<file path="src/rtl/regfile_writeback_arbiter.sv">
// regfile_writeback_arbiter
//
// Write-side front end for the 32x32 register file. It owns the single write
// port and merges two writeback sources:
//   - ALU results: single cycle, always accepted, highest priority.
//   - LSU results: valid/ready handshake into a DEPTH-entry FIFO, drained
//     whenever the ALU is not writing.
// A pending-write scoreboard tracks long-latency destinations from issue
// until their FIFO entry is written back.
//
// Ports:
//   clk, rst                      clock, synchronous active-high reset
//   alu_valid/alu_rd/alu_data     ALU writeback (no backpressure)
//   lsu_valid/lsu_ready           LSU writeback handshake
//   lsu_rd/lsu_data               LSU writeback payload
//   issue_valid/issue_rd          long-latency op issued, sets pending bit
//   w_en/addr_w/w_data            registered register-file write port
//   pending                       bit i set while a write to xi is outstanding
//   fifo_count                    current LSU FIFO occupancy (0..DEPTH)

module regfile_writeback_arbiter #(
    parameter int unsigned DEPTH  = 4,
    parameter int unsigned ADDR_W = 6,
    parameter int unsigned DATA_W = 32
) (
    input  logic                       clk,
    input  logic                       rst,

    input  logic                       alu_valid,
    input  logic [ADDR_W-1:0]          alu_rd,
    input  logic [DATA_W-1:0]          alu_data,

    input  logic                       lsu_valid,
    output logic                       lsu_ready,
    input  logic [ADDR_W-1:0]          lsu_rd,
    input  logic [DATA_W-1:0]          lsu_data,

    input  logic                       issue_valid,
    input  logic [ADDR_W-1:0]          issue_rd,

    output logic                       w_en,
    output logic [ADDR_W-1:0]          addr_w,
    output logic [DATA_W-1:0]          w_data,

    output logic [31:0]                pending,
    output logic [$clog2(DEPTH+1)-1:0] fifo_count
);

    localparam int unsigned PtrW = $clog2(DEPTH);
    localparam int unsigned CntW = $clog2(DEPTH + 1);

    // FIFO storage; contents need no reset, occupancy is tracked by count_q.
    logic [ADDR_W-1:0] fifo_rd_q   [DEPTH];
    logic [DATA_W-1:0] fifo_data_q [DEPTH];

    logic [PtrW-1:0]   wr_ptr_q, wr_ptr_d;
    logic [PtrW-1:0]   rd_ptr_q, rd_ptr_d;
    logic [CntW-1:0]   count_q,  count_d;

    logic              w_en_q,   w_en_d;
    logic [ADDR_W-1:0] addr_q,   addr_d;
    logic [DATA_W-1:0] data_q,   data_d;
    logic [31:0]       pending_q, pending_d;

    logic              fifo_empty;
    logic              alu_win;
    logic              push;
    logic              pop;
    logic [ADDR_W-1:0] head_rd;
    logic [DATA_W-1:0] head_data;
    logic [31:0]       set_mask;
    logic [31:0]       clr_mask;

    // Ready depends only on registered occupancy, never on a same-cycle pop.
    assign lsu_ready  = (count_q != CntW'(DEPTH));
    assign fifo_empty = (count_q == '0);

    // A write to x0 is dropped and must not steal the port from the FIFO.
    assign alu_win = alu_valid && (alu_rd != '0);
    assign pop     = !alu_win && !fifo_empty;
    // Handshakes targeting x0 complete but enqueue nothing.
    assign push    = lsu_valid && lsu_ready && (lsu_rd != '0);

    assign head_rd   = fifo_rd_q[rd_ptr_q];
    assign head_data = fifo_data_q[rd_ptr_q];

    always_comb begin
        wr_ptr_d = wr_ptr_q;
        rd_ptr_d = rd_ptr_q;
        count_d  = count_q;

        if (push) begin
            wr_ptr_d = wr_ptr_q + PtrW'(1);
        end
        if (pop) begin
            rd_ptr_d = rd_ptr_q + PtrW'(1);
        end

        unique case ({push, pop})
            2'b10:   count_d = count_q + CntW'(1);
            2'b01:   count_d = count_q - CntW'(1);
            default: count_d = count_q;
        endcase
    end

    // Write port: ALU first, then FIFO head; idle holds address and data.
    always_comb begin
        w_en_d = 1'b0;
        addr_d = addr_q;
        data_d = data_q;

        if (alu_win) begin
            w_en_d = 1'b1;
            addr_d = alu_rd;
            data_d = alu_data;
        end else if (pop) begin
            w_en_d = 1'b1;
            addr_d = head_rd;
            data_d = head_data;
        end
    end

    // Scoreboard: clear on FIFO writeback, set on issue; set wins on collision.
    // Only the low five bits of rd select the bit.
    always_comb begin
        set_mask = '0;
        clr_mask = '0;

        if (issue_valid && (issue_rd != '0)) begin
            set_mask = 32'(1) << issue_rd[4:0];
        end
        if (pop) begin
            clr_mask = 32'(1) << head_rd[4:0];
        end

        pending_d    = (pending_q & ~clr_mask) | set_mask;
        pending_d[0] = 1'b0;
    end

    always_ff @(posedge clk) begin
        if (rst) begin
            wr_ptr_q  <= '0;
            rd_ptr_q  <= '0;
            count_q   <= '0;
            w_en_q    <= 1'b0;
            addr_q    <= '0;
            data_q    <= '0;
            pending_q <= '0;
        end else begin
            wr_ptr_q  <= wr_ptr_d;
            rd_ptr_q  <= rd_ptr_d;
            count_q   <= count_d;
            w_en_q    <= w_en_d;
            addr_q    <= addr_d;
            data_q    <= data_d;
            pending_q <= pending_d;
        end
    end

    always_ff @(posedge clk) begin
        if (!rst && push) begin
            fifo_rd_q[wr_ptr_q]   <= lsu_rd;
            fifo_data_q[wr_ptr_q] <= lsu_data;
        end
    end

    assign w_en       = w_en_q;
    assign addr_w     = addr_q;
    assign w_data     = data_q;
    assign pending    = pending_q;
    assign fifo_count = count_q;

endmodule

</file>
<file path="config.mk">
export PLATFORM = sky130hd
export DESIGN_NAME = regfile_writeback_arbiter
export DESIGN_NICKNAME = d
export VERILOG_FILES = /design/src/rtl/regfile_writeback_arbiter.sv
export SDC_FILE = /design/constraint.sdc
export NUM_CORES = 1
export LEC_CHECK = 0
export ABC_AREA = 1
export CAP_MARGIN = 30
export CORE_ASPECT_RATIO = 0.8
export CORE_MARGIN = 10
export CORE_UTILIZATION = 50
export DETAILED_ROUTE_END_ITERATION = 8
export GPL_TIMING_DRIVEN = 0
export PLACE_DENSITY = 0.76
export SLEW_MARGIN = 20
export SYNTH_ARGS = -nofsm -noshare
export SYNTH_HDL_FRONTEND = slang
export SYNTH_SLANG_ARGS = --single-unit
</file>
<file path="constraint.sdc">
create_clock -name clk -period 3.2 [get_ports clk]
set_input_delay 0.48 -clock clk [delete_from_list [all_inputs] [get_ports clk]]
set_output_delay 0.48 -clock clk [all_outputs]
set_load 0.02 [all_outputs]
</file>
==> results.md, run 1 <==
* Pwr Density at 713 nW/um^2
* Clk sink count at 231
* Synthesized area at 9500 um^2
* Startpoint types: flip-flop
* Netlist cell types at 34
* Initial detailed-routing violation count at 593
* Fin crit period at 2360 ps
* 1st-pass router iterations at 5
* Vias in the first global route at 7333
* CTS clock-pin slew for the worst setup and hold paths at 60 ps
* H-tree Lvls at 1
* GRT overflow at 0
* Core Area at 18800 um^2
* Routed vias/inst at 5.52
* Initial antenna violation count at 0
* Detailed Route WL at 25.4 mm
* Mean routed wirelength per cell at 18.9 um
* WP data required at 3410 ps
* Die ar. at 24900 um^2
* CP endpoint kind: flip-flop
* CP Max Fanout at 20
* Relative slew margins at 50.6%
* Worst vdd ir at 0.439 mV
* GR Util All Layers at 19.9%
* Hold_buf cts at 0
* Seq/Total Area, Yosys at 64.7%
* Fmax at 424 MHz
* Num ports at 162
* CP arrival at 2570 ps
* CTS tree: built
* P&R area growth vs syn at 29.7%
* Max-cap check violation count at 0
* Mapped Cells at 882
* Port bufs at 158
* Yosys warns at 0
* Root Driver: clkbuf_16
* RSZ-0062 raised after global routing: no
* Leakage power at 0.00429 uW
* Number of synthesized register bits at 231
* Status: finished, final reports clean
* Detail Placement HPWL at 17.6 mm
* Setup Fix Bufs, Post-CTS at 0
* Slew Limit Fails at 0
* Skew-Pair Late Insertion Delay at 510 ps
* Initial Util at 50.5%
* Row cnt at 45
* Largest net degree at the start of global routing at 22
* Area post-placement at 11600 um^2
* Crit Path Class: reg -> reg
* Die H at 143 um
* Final worst path period share at 73.8%
* Multi-input logic area at 2900 um^2
* Post-Layout Inst Area at 12300 um^2
* Nets at 1163
* Final Hold Violating Endpoints at 0
* Layout Skew at 10.4 ps
* Filler cell count in the final layout at 1458
* Fin Hold WS at 321 ps
* CTS Buffer Depth at 3
* DIE WIDTH at 174 um
* Power Total at 8790 uW
* Mean Syn Cell Area at 10.8 um^2
* Post-cts sizing count at 0
* Fraction of layout cells with a size suffix above 1 at 11.0%
* Total number of vias at 7436
* Final Util at 65.5%
* Placed Cells at 1303
* First-pass GRT wire length at 39.7 mm
* Syn Nets at 975
* Least-Margin Pin Slew at 739 ps
* FF/Latch Area at 6150 um^2
* Count of final setup violators at 0
* Hold WC Path Type: in -> reg
* Residual DRC at 0
* CTS buffer count at 23
* GPL Wtd Cong at 0.837
* Final ANT Viol Nets at 0
* Finished Layout Cells at 1346
==> cells in the mapped netlist <==
library cell | count | area (um^2)
buf_2 | 12 | 60.1
nor2_1 | 86 | 323
nor3_2 | 1 | 10.0
inv_2 | 7 | 26.3
edfxtp_1 | 152 | 4560
o21ai_1 | 42 | 210
buf_6 | 12 | 135
o211ai_1 | 3 | 22.5
nor3_1 | 7 | 35.0
ha_1 | 5 | 62.6
o21ai_0 | 97 | 485
clkbuf_1 | 24 | 90.1
nor2_2 | 3 | 18.8
nand2_4 | 7 | 78.8
nand2_1 | 114 | 428
inv_1 | 30 | 113
nor2_4 | 5 | 56.3
and3_1 | 1 | 6.26
buf_4 | 6 | 45.0
buf_1 | 3 | 11.3
nand3_2 | 8 | 80.1
conb_1 | 1 | 3.75
a21oi_1 | 50 | 250
fa_1 | 1 | 20.0
nand3_1 | 76 | 380
nor4_1 | 2 | 12.5
nand2_2 | 10 | 62.6
inv_4 | 1 | 6.26
and2_1 | 1 | 6.26
o221ai_1 | 22 | 193
dfxtp_1 | 79 | 1580
o22ai_1 | 11 | 68.8
nor2_8 | 2 | 40.0
o211ai_2 | 1 | 12.5
==> metrics by stage <==
step,TNS (ps),setup WS (ps)
global placement,-227780,-1590
finish,0,840
floorplan,0,38.9
detailed placement,0,366
global route,0,668
CTS,0,822
==> kinds of logic after synthesis <==
family | Yosys count | synth area share [%]
and+or+nand+nor | 323 | 16.2
DFF | 231 | 64.7
AOI/OAI and AO/OA | 226 | 13.1
buffers and inverters | 95 | 5.12
adders and majority gates | 6 | 0.869
other | 1 | 0.0395
==> worst max-delay path, stage by stage, from the launching register on <==
cell and delay, ps:
dfxtp_1 390, inv_1 100, nand3_1 110, and2_1 190, nand3_1 310, nor2_4 690, buf_16 250
==> per-layer routing <==
metal	part of all wire, %	vias up	wire length (um)	track usage, %
met4	2.9	0	729	7.14
met2	45	348	11400	31.4
met5	0	-	0	0
met3	8.4	51	2140	4.83
li1	-	3517	-	-
met1	44	3520	11200	26.3
==> final timing paths <==
check        slack, ps     startpoint                 end  cells after the start
max reg2reg        840  fifo_count[1]  fifo_data_q[0][23]                      6
min reg2reg        460     pending[8]          pending[8]                      2
max                840  fifo_count[1]  fifo_data_q[0][23]                      6
min                320            rst         pending[13]                      2
==> cells in the final DEF, fill, tap and decap left out, types with 22 or more instances in the layout <==
cell,count
a21oi_1,50
clkbuf_1,28
o21ai_0,97
clkbuf_16,23
inv_1,30
nor2_1,82
dfxtp_1,79
clkdlybuf4s50_1,158
o21ai_1,42
o221ai_1,22
nand3_1,76
nand2_1,114
edfxtp_1,152
==> area by class of cell <==
| class | count | share of cell area, % |
|---|---|---|
| Antenna cell | 1 | 0.0203 |
| Clock inverter | 14 | 1.22 |
| Sequential cell | 231 | 49.9 |
| Multi-Input combinational cell | 556 | 23.5 |
| Buffer | 57 | 2.77 |
| Inverter | 38 | 1.18 |
| Tap cell | 258 | 2.62 |
| Timing Repair Buffer | 163 | 13.9 |
| Clock buffer | 28 | 4.91 |
==> sequential cells by signal (all words and copies together), names as in the netlist, named ones only <==
register     count
fifo_data_q    128
rd_ptr_q         2
w_data          32
w_en             1
addr_w           6
fifo_rd_q       24
fifo_count       3
wr_ptr_q         2
pending         31
==> where the power goes <==
part / switching [uW] / total, uW / internal, uW
clock: 1110 / 2700 / 1590
sequential: 118 / 3580 / 3460
combinational: 1590 / 2510 / 923
total: 2820 / 8790 / 5970
No activity file was read; power rests on OpenSTA's default activity.
==> run 2: changes to the inputs <==
- clock period: 3.2 -> 2.3 ns (I/O delays scaled with it)
==> results.md, run 2 (synthesis gave the netlist of run 1 again) <==
* Status: finished, final reports clean
* Hold_buf cts at 0
* GR Util All Layers at 19.9%
* N_diodes at 0
* Least-Margin Pin Slew at 710 ps
* Final worst path period share at 94.7%
* Post-Layout Inst Area at 12300 um^2
* Setup WS pre-CTS at -375 ps
* Detail Placement HPWL at 17.5 mm
* Initial detailed-routing violation count at 605
* Residual DRC at 0
* Skew-Pair Late Insertion Delay at 510 ps
* Area post-placement at 11500 um^2
* H-tree Lvls at 1
* CP arrival at 2580 ps
* Routed vias/inst at 5.51
* Layout Skew at 9.60 ps
* CP Launch Point: fifo_count[0]
* GRT overflow at 0
* Fraction of layout cells with a size suffix above 1 at 11.0%
* Total number of vias at 7435
* Die H at 143 um
* Setup WS post-layout at 122 ps
* Met2 Use GR at 32.0%
* Post-cts sizing count at 0
* Core Area at 18800 um^2
* CP Max Fanout at 5
* Initial antenna violation count at 1
* Critical hold path startpoint: rst
* Startpoint types: flip-flop
* Clk sink count at 231
* Final Hold Violating Endpoints at 0
* Worst vdd ir at 0.782 mV
* 1st-pass router iterations at 7
* Port bufs at 158
* Die ar. at 24900 um^2
* Initial Util at 50.5%
* Relative slew margins at 52.6%
* Row cnt at 45
* Hold WC Path Type: in -> reg
* FF-to-FF End: fifo_count[2]
* R2r setup slk at 120 ps
* Finished Layout Cells at 1349
* Mean routed wirelength per cell at 19.1 um
* CTS tree: built
* Most frequent cells in the layout: clkdlybuf4s50_1, edfxtp_1, nand2_1
* Fin Hold WS at 174 ps
* Nets at 1167
* Fin crit period at 2180 ps
* Reg with most FFs: fifo_data_q
* First-pass GRT wire length at 39.7 mm
* Power Total at 12000 uW
* CTS Buffer Depth at 3
* Vias in the first global route at 7192
* Worst Hold End: pending[14]
* GR Util met1 at 26.5%
* Largest net degree at the start of global routing at 23
* Crit Path Class: reg -> reg
* P&R area growth vs syn at 29.3%
* Leading cell type in the layout, fill and taps excluded: clkdlybuf4s50_1
* RSZ-0062 raised after global routing: no
* GR Util met3 at 4.85%
* GR peak layer: met2
* Count of final setup violators at 0
* Placed Cells at 1302
* Register-to-Register Path Depth at 11
* CTS buffer count at 23
* Leakage power at 0.00427 uW
* Slew Limit Fails at 0
* Pwr Density at 979 nW/um^2
* Root Driver: clkbuf_16
* Num ports at 162
* Hold path cells at 2
* CP endpoint kind: flip-flop
* Detailed Route WL at 25.8 mm
* Final ANT Viol Nets at 0
* CTS clock-pin slew for the worst setup and hold paths at 60 ps
* Reg2Reg Launch Point: fifo_count[0]
* DIE WIDTH at 174 um
* GPL Wtd Cong at 0.844
* WP data required at 2700 ps
* Largest register FFs at 128
* Filler cell count in the final layout at 1480
* Fmax at 459 MHz
* Max-cap check violation count at 0
## run 2: layout make-up
class                      count  area [um^2]  share of cell area [%]
buffer                        57          342                    2.78
tap                          258          323                    2.63
clock buffer                  30          612                    4.98
inverter                      38          145                    1.18
sequential                   231         6150                    50.0
multi-input combinational    556         2900                    23.6
clock inverter                12         86.3                   0.703
timing repair buffer         167         1740                    14.1
## run 2: how the worst max path moves through the flow
stage,to,slack (ps),depth (start not counted)
final,fifo_count[2],120,11
after detailed placement,fifo_data_q[1][26],-380,6
after global placement,fifo_data_q[3][26],-1280,5
after global routing,fifo_count[2],20,11
after CTS,fifo_count[2],150,11
after floorplan,fifo_data_q[0][0],-300,5
## run 2: report_power, final
group	internal, uW	switching, uW
clock	1990	1520
combinational	1290	2240
sequential	4810	169
total	8090	3930
## run 2: through the flow
step | utilization (%) | setup TNS [ps]
2_1_floorplan | - | -45600
3_3_place_gp | 60.7 | -189480
3_5_place_dp | 61.2 | -42710
4_1_cts | 65.3 | 0
5_1_grt | 65.3 | 0
6_report | 65.3 | 0
## run 2: what timing repair did
| item | CTS | global route |
|---|---|---|
| setup buffers | 5 | 0 |
| hold endpoints to repair | 0 | 0 |
| setup endpoints to repair | 85 | 0 |
## run 2: critical path: stages (launching register included)
cell and delay [ps]:
dfxtp_1 340, inv_1 150, nand3_1 120, and2_1 200
nand2_1 160, ha_1 170, inv_1 70, fa_1 380
a21oi_1 150, o21ai_0 110, o21ai_0 160, a21oi_1 50
## run 2: metal layers
metal	part of all wire (%)	wire, um
met5	0.047	12
met4	2.1	552
met3	8.5	2190
met2	47	12000
met1	43	11000
==> run 3: changes to the inputs <==
- clock period: 2.3 -> 2.5 ns (I/O delays scaled with it)
==> results.md, run 3 (synthesis gave the netlist of run 1 again) <==
* First-pass GRT wire length at 39.3 mm
* WP data required at 2710 ps
* Top delay family on crit path: simple AND/OR/NAND/NOR gates
* Layout Skew at 9.98 ps
* Post-cts sizing count at 0
* Largest register FFs at 128
* Die ar. at 24900 um^2
* Num ports at 162
* CTS clock-pin slew for the worst setup and hold paths at 60 ps
* CTS tree: built
* GPL Wtd Cong at 0.844
* 1st-pass router iterations at 7
* Total number of vias at 7380
* Initial detailed-routing violation count at 621
* FF-to-FF End: fifo_data_q[3][30]
* Final Hold Violating Endpoints at 0
* Register-to-Register Path Depth at 6
* GR Util All Layers at 19.7%
* Clk sink count at 231
* Die H at 143 um
* Reg with most FFs: fifo_data_q
* CP cell instances: inv_1 -> nand3_1 -> and2_1 -> nand3_1 -> nor2_4 -> buf_12
* Initial Util at 50.5%
* Hold_buf cts at 0
* N_diodes at 0
* Critical Path Max Stage Delay at 630 ps
* Critical path's slowest cell: nor2_4
* CP Launch Point: fifo_count[0]
* Power Total at 11000 uW
* Fin crit period at 2320 ps
* Max-cap check violation count at 0
* H-tree Lvls at 1
* CP Max Fanout at 21
* CP endpoint kind: flip-flop
* Slew Limit Fails at 0
* CTS Buffer Depth at 3
* Filler cell count in the final layout at 1495
* Row cnt at 45
* Count of final setup violators at 0
* GRT overflow at 0
* Startpoint types: flip-flop
* Port bufs at 158
* Fraction of layout cells with a size suffix above 1 at 10.6%
* Crit Path Class: reg -> reg
* Least-Margin Pin Slew at 707 ps
* Hold WC Path Type: in -> reg
* Vias in the first global route at 7132
* Initial antenna violation count at 1
* DIE WIDTH at 174 um
* Most frequent cells in the layout: clkdlybuf4s50_1, edfxtp_1, nand2_1
* Leakage power at 0.00423 uW
* Final worst path period share at 92.7%
* RSZ-0062 raised after global routing: no
* Setup tns final at 0 ps
* CP arrival at 2520 ps
* Relative slew margins at 52.9%
* CP Capture Point: fifo_data_q[3][30]
* Fmax at 432 MHz
* Pwr Density at 904 nW/um^2
* Status: finished, final reports clean
* Reg2Reg Launch Point: fifo_count[0]
* Leading cell type in the layout, fill and taps excluded: clkdlybuf4s50_1
* Core Area at 18800 um^2
* Skew-Pair Late Insertion Delay at 500 ps
* Detailed Route WL at 25.6 mm
* Worst vdd ir at 0.719 mV
* Worst path bufs/invs at 2
* Detail Placement HPWL at 17.5 mm
* CP dominant cell by count: nand3_1
* Mean routed wirelength per cell at 19.0 um
* Root Driver: clkbuf_16
* CTS buffer count at 23
* P&R area growth vs syn at 28.6%
* Setup Fix Bufs, Post-CTS at 0
* Final ANT Viol Nets at 0
* Crit path depth at 6
* Residual DRC at 0
* Largest net degree at the start of global routing at 23
* R2r setup slk at 180 ps
* Routed vias/inst at 5.49
* Nets at 1162
## run 3: changes by cell type in the layout (fill, tap and decap cells not counted), sizes merged
cell / before / now
buf: 42 / 37
## run 3: final cells by class
class,count,area [um^2],share of cell area [%]
Timing Repair Buffer,162,1660,13.6
Tap cell,258,323,2.64
Multi-Input combinational cell,556,2900,23.7
Clock inverter,12,86.3,0.707
Clock buffer,30,612,5.01
Inverter,38,145,1.19
Sequential cell,231,6150,50.3
Buffer,57,342,2.80
## run 3: metrics by stage
| step | hold slack (ps) | utilization, % | setup slack (ps) | std cells | cell area (um^2) |
|---|---|---|---|---|---|
| 3_5_place_dp | 455 | 61.2 | -205 | 1302 | 11500 |
| 4_1_cts | 195 | 64.9 | 159 | 1344 | 12200 |
| 6_report | 205 | 64.9 | 184 | 1344 | 12200 |
| 5_1_grt | 213 | 64.9 | 66.3 | 1344 | 12200 |
| 2_1_floorplan | 474 | - | -100 | 882 | 9510 |
| 3_3_place_gp | 447 | 60.7 | -1110 | 1298 | 11400 |
## run 3: worst register-to-register path, cell delays in order, from the launching register on
cell     delay [ps]
dfxtp_1         380
inv_1           110
nand3_1         110
and2_1          190
nand3_1         310
nor2_4          630
buf_12          270
## run 3: metal layers
metal  wire length [um]  GRT usage, %  up-vias
met2              11900          31.5      325
met1              11100          26.3     3494
met5                 12             0        -
li1                   -             -     3510
met4                511          5.21        2
met3               2030          5.04       49
## run 3: how the worst min path moves through the flow
stage	startpoint	to	slack, ps	cells past startpoint
after floorplan	lsu_data[0]	fifo_data_q[0][0]	470	0
after global placement	pending[16]	pending[16]	450	2
after detailed placement	pending[20]	pending[20]	460	2
after CTS	rst	pending[14]	190	2
after global routing	rst	pending[14]	210	2
final	rst	pending[14]	200	2
## run 3: where the power goes
group          internal (uW)  switching, uW
sequential              4430            152
clock                   1830           1400
combinational           1170           2050
total                   7430           3600
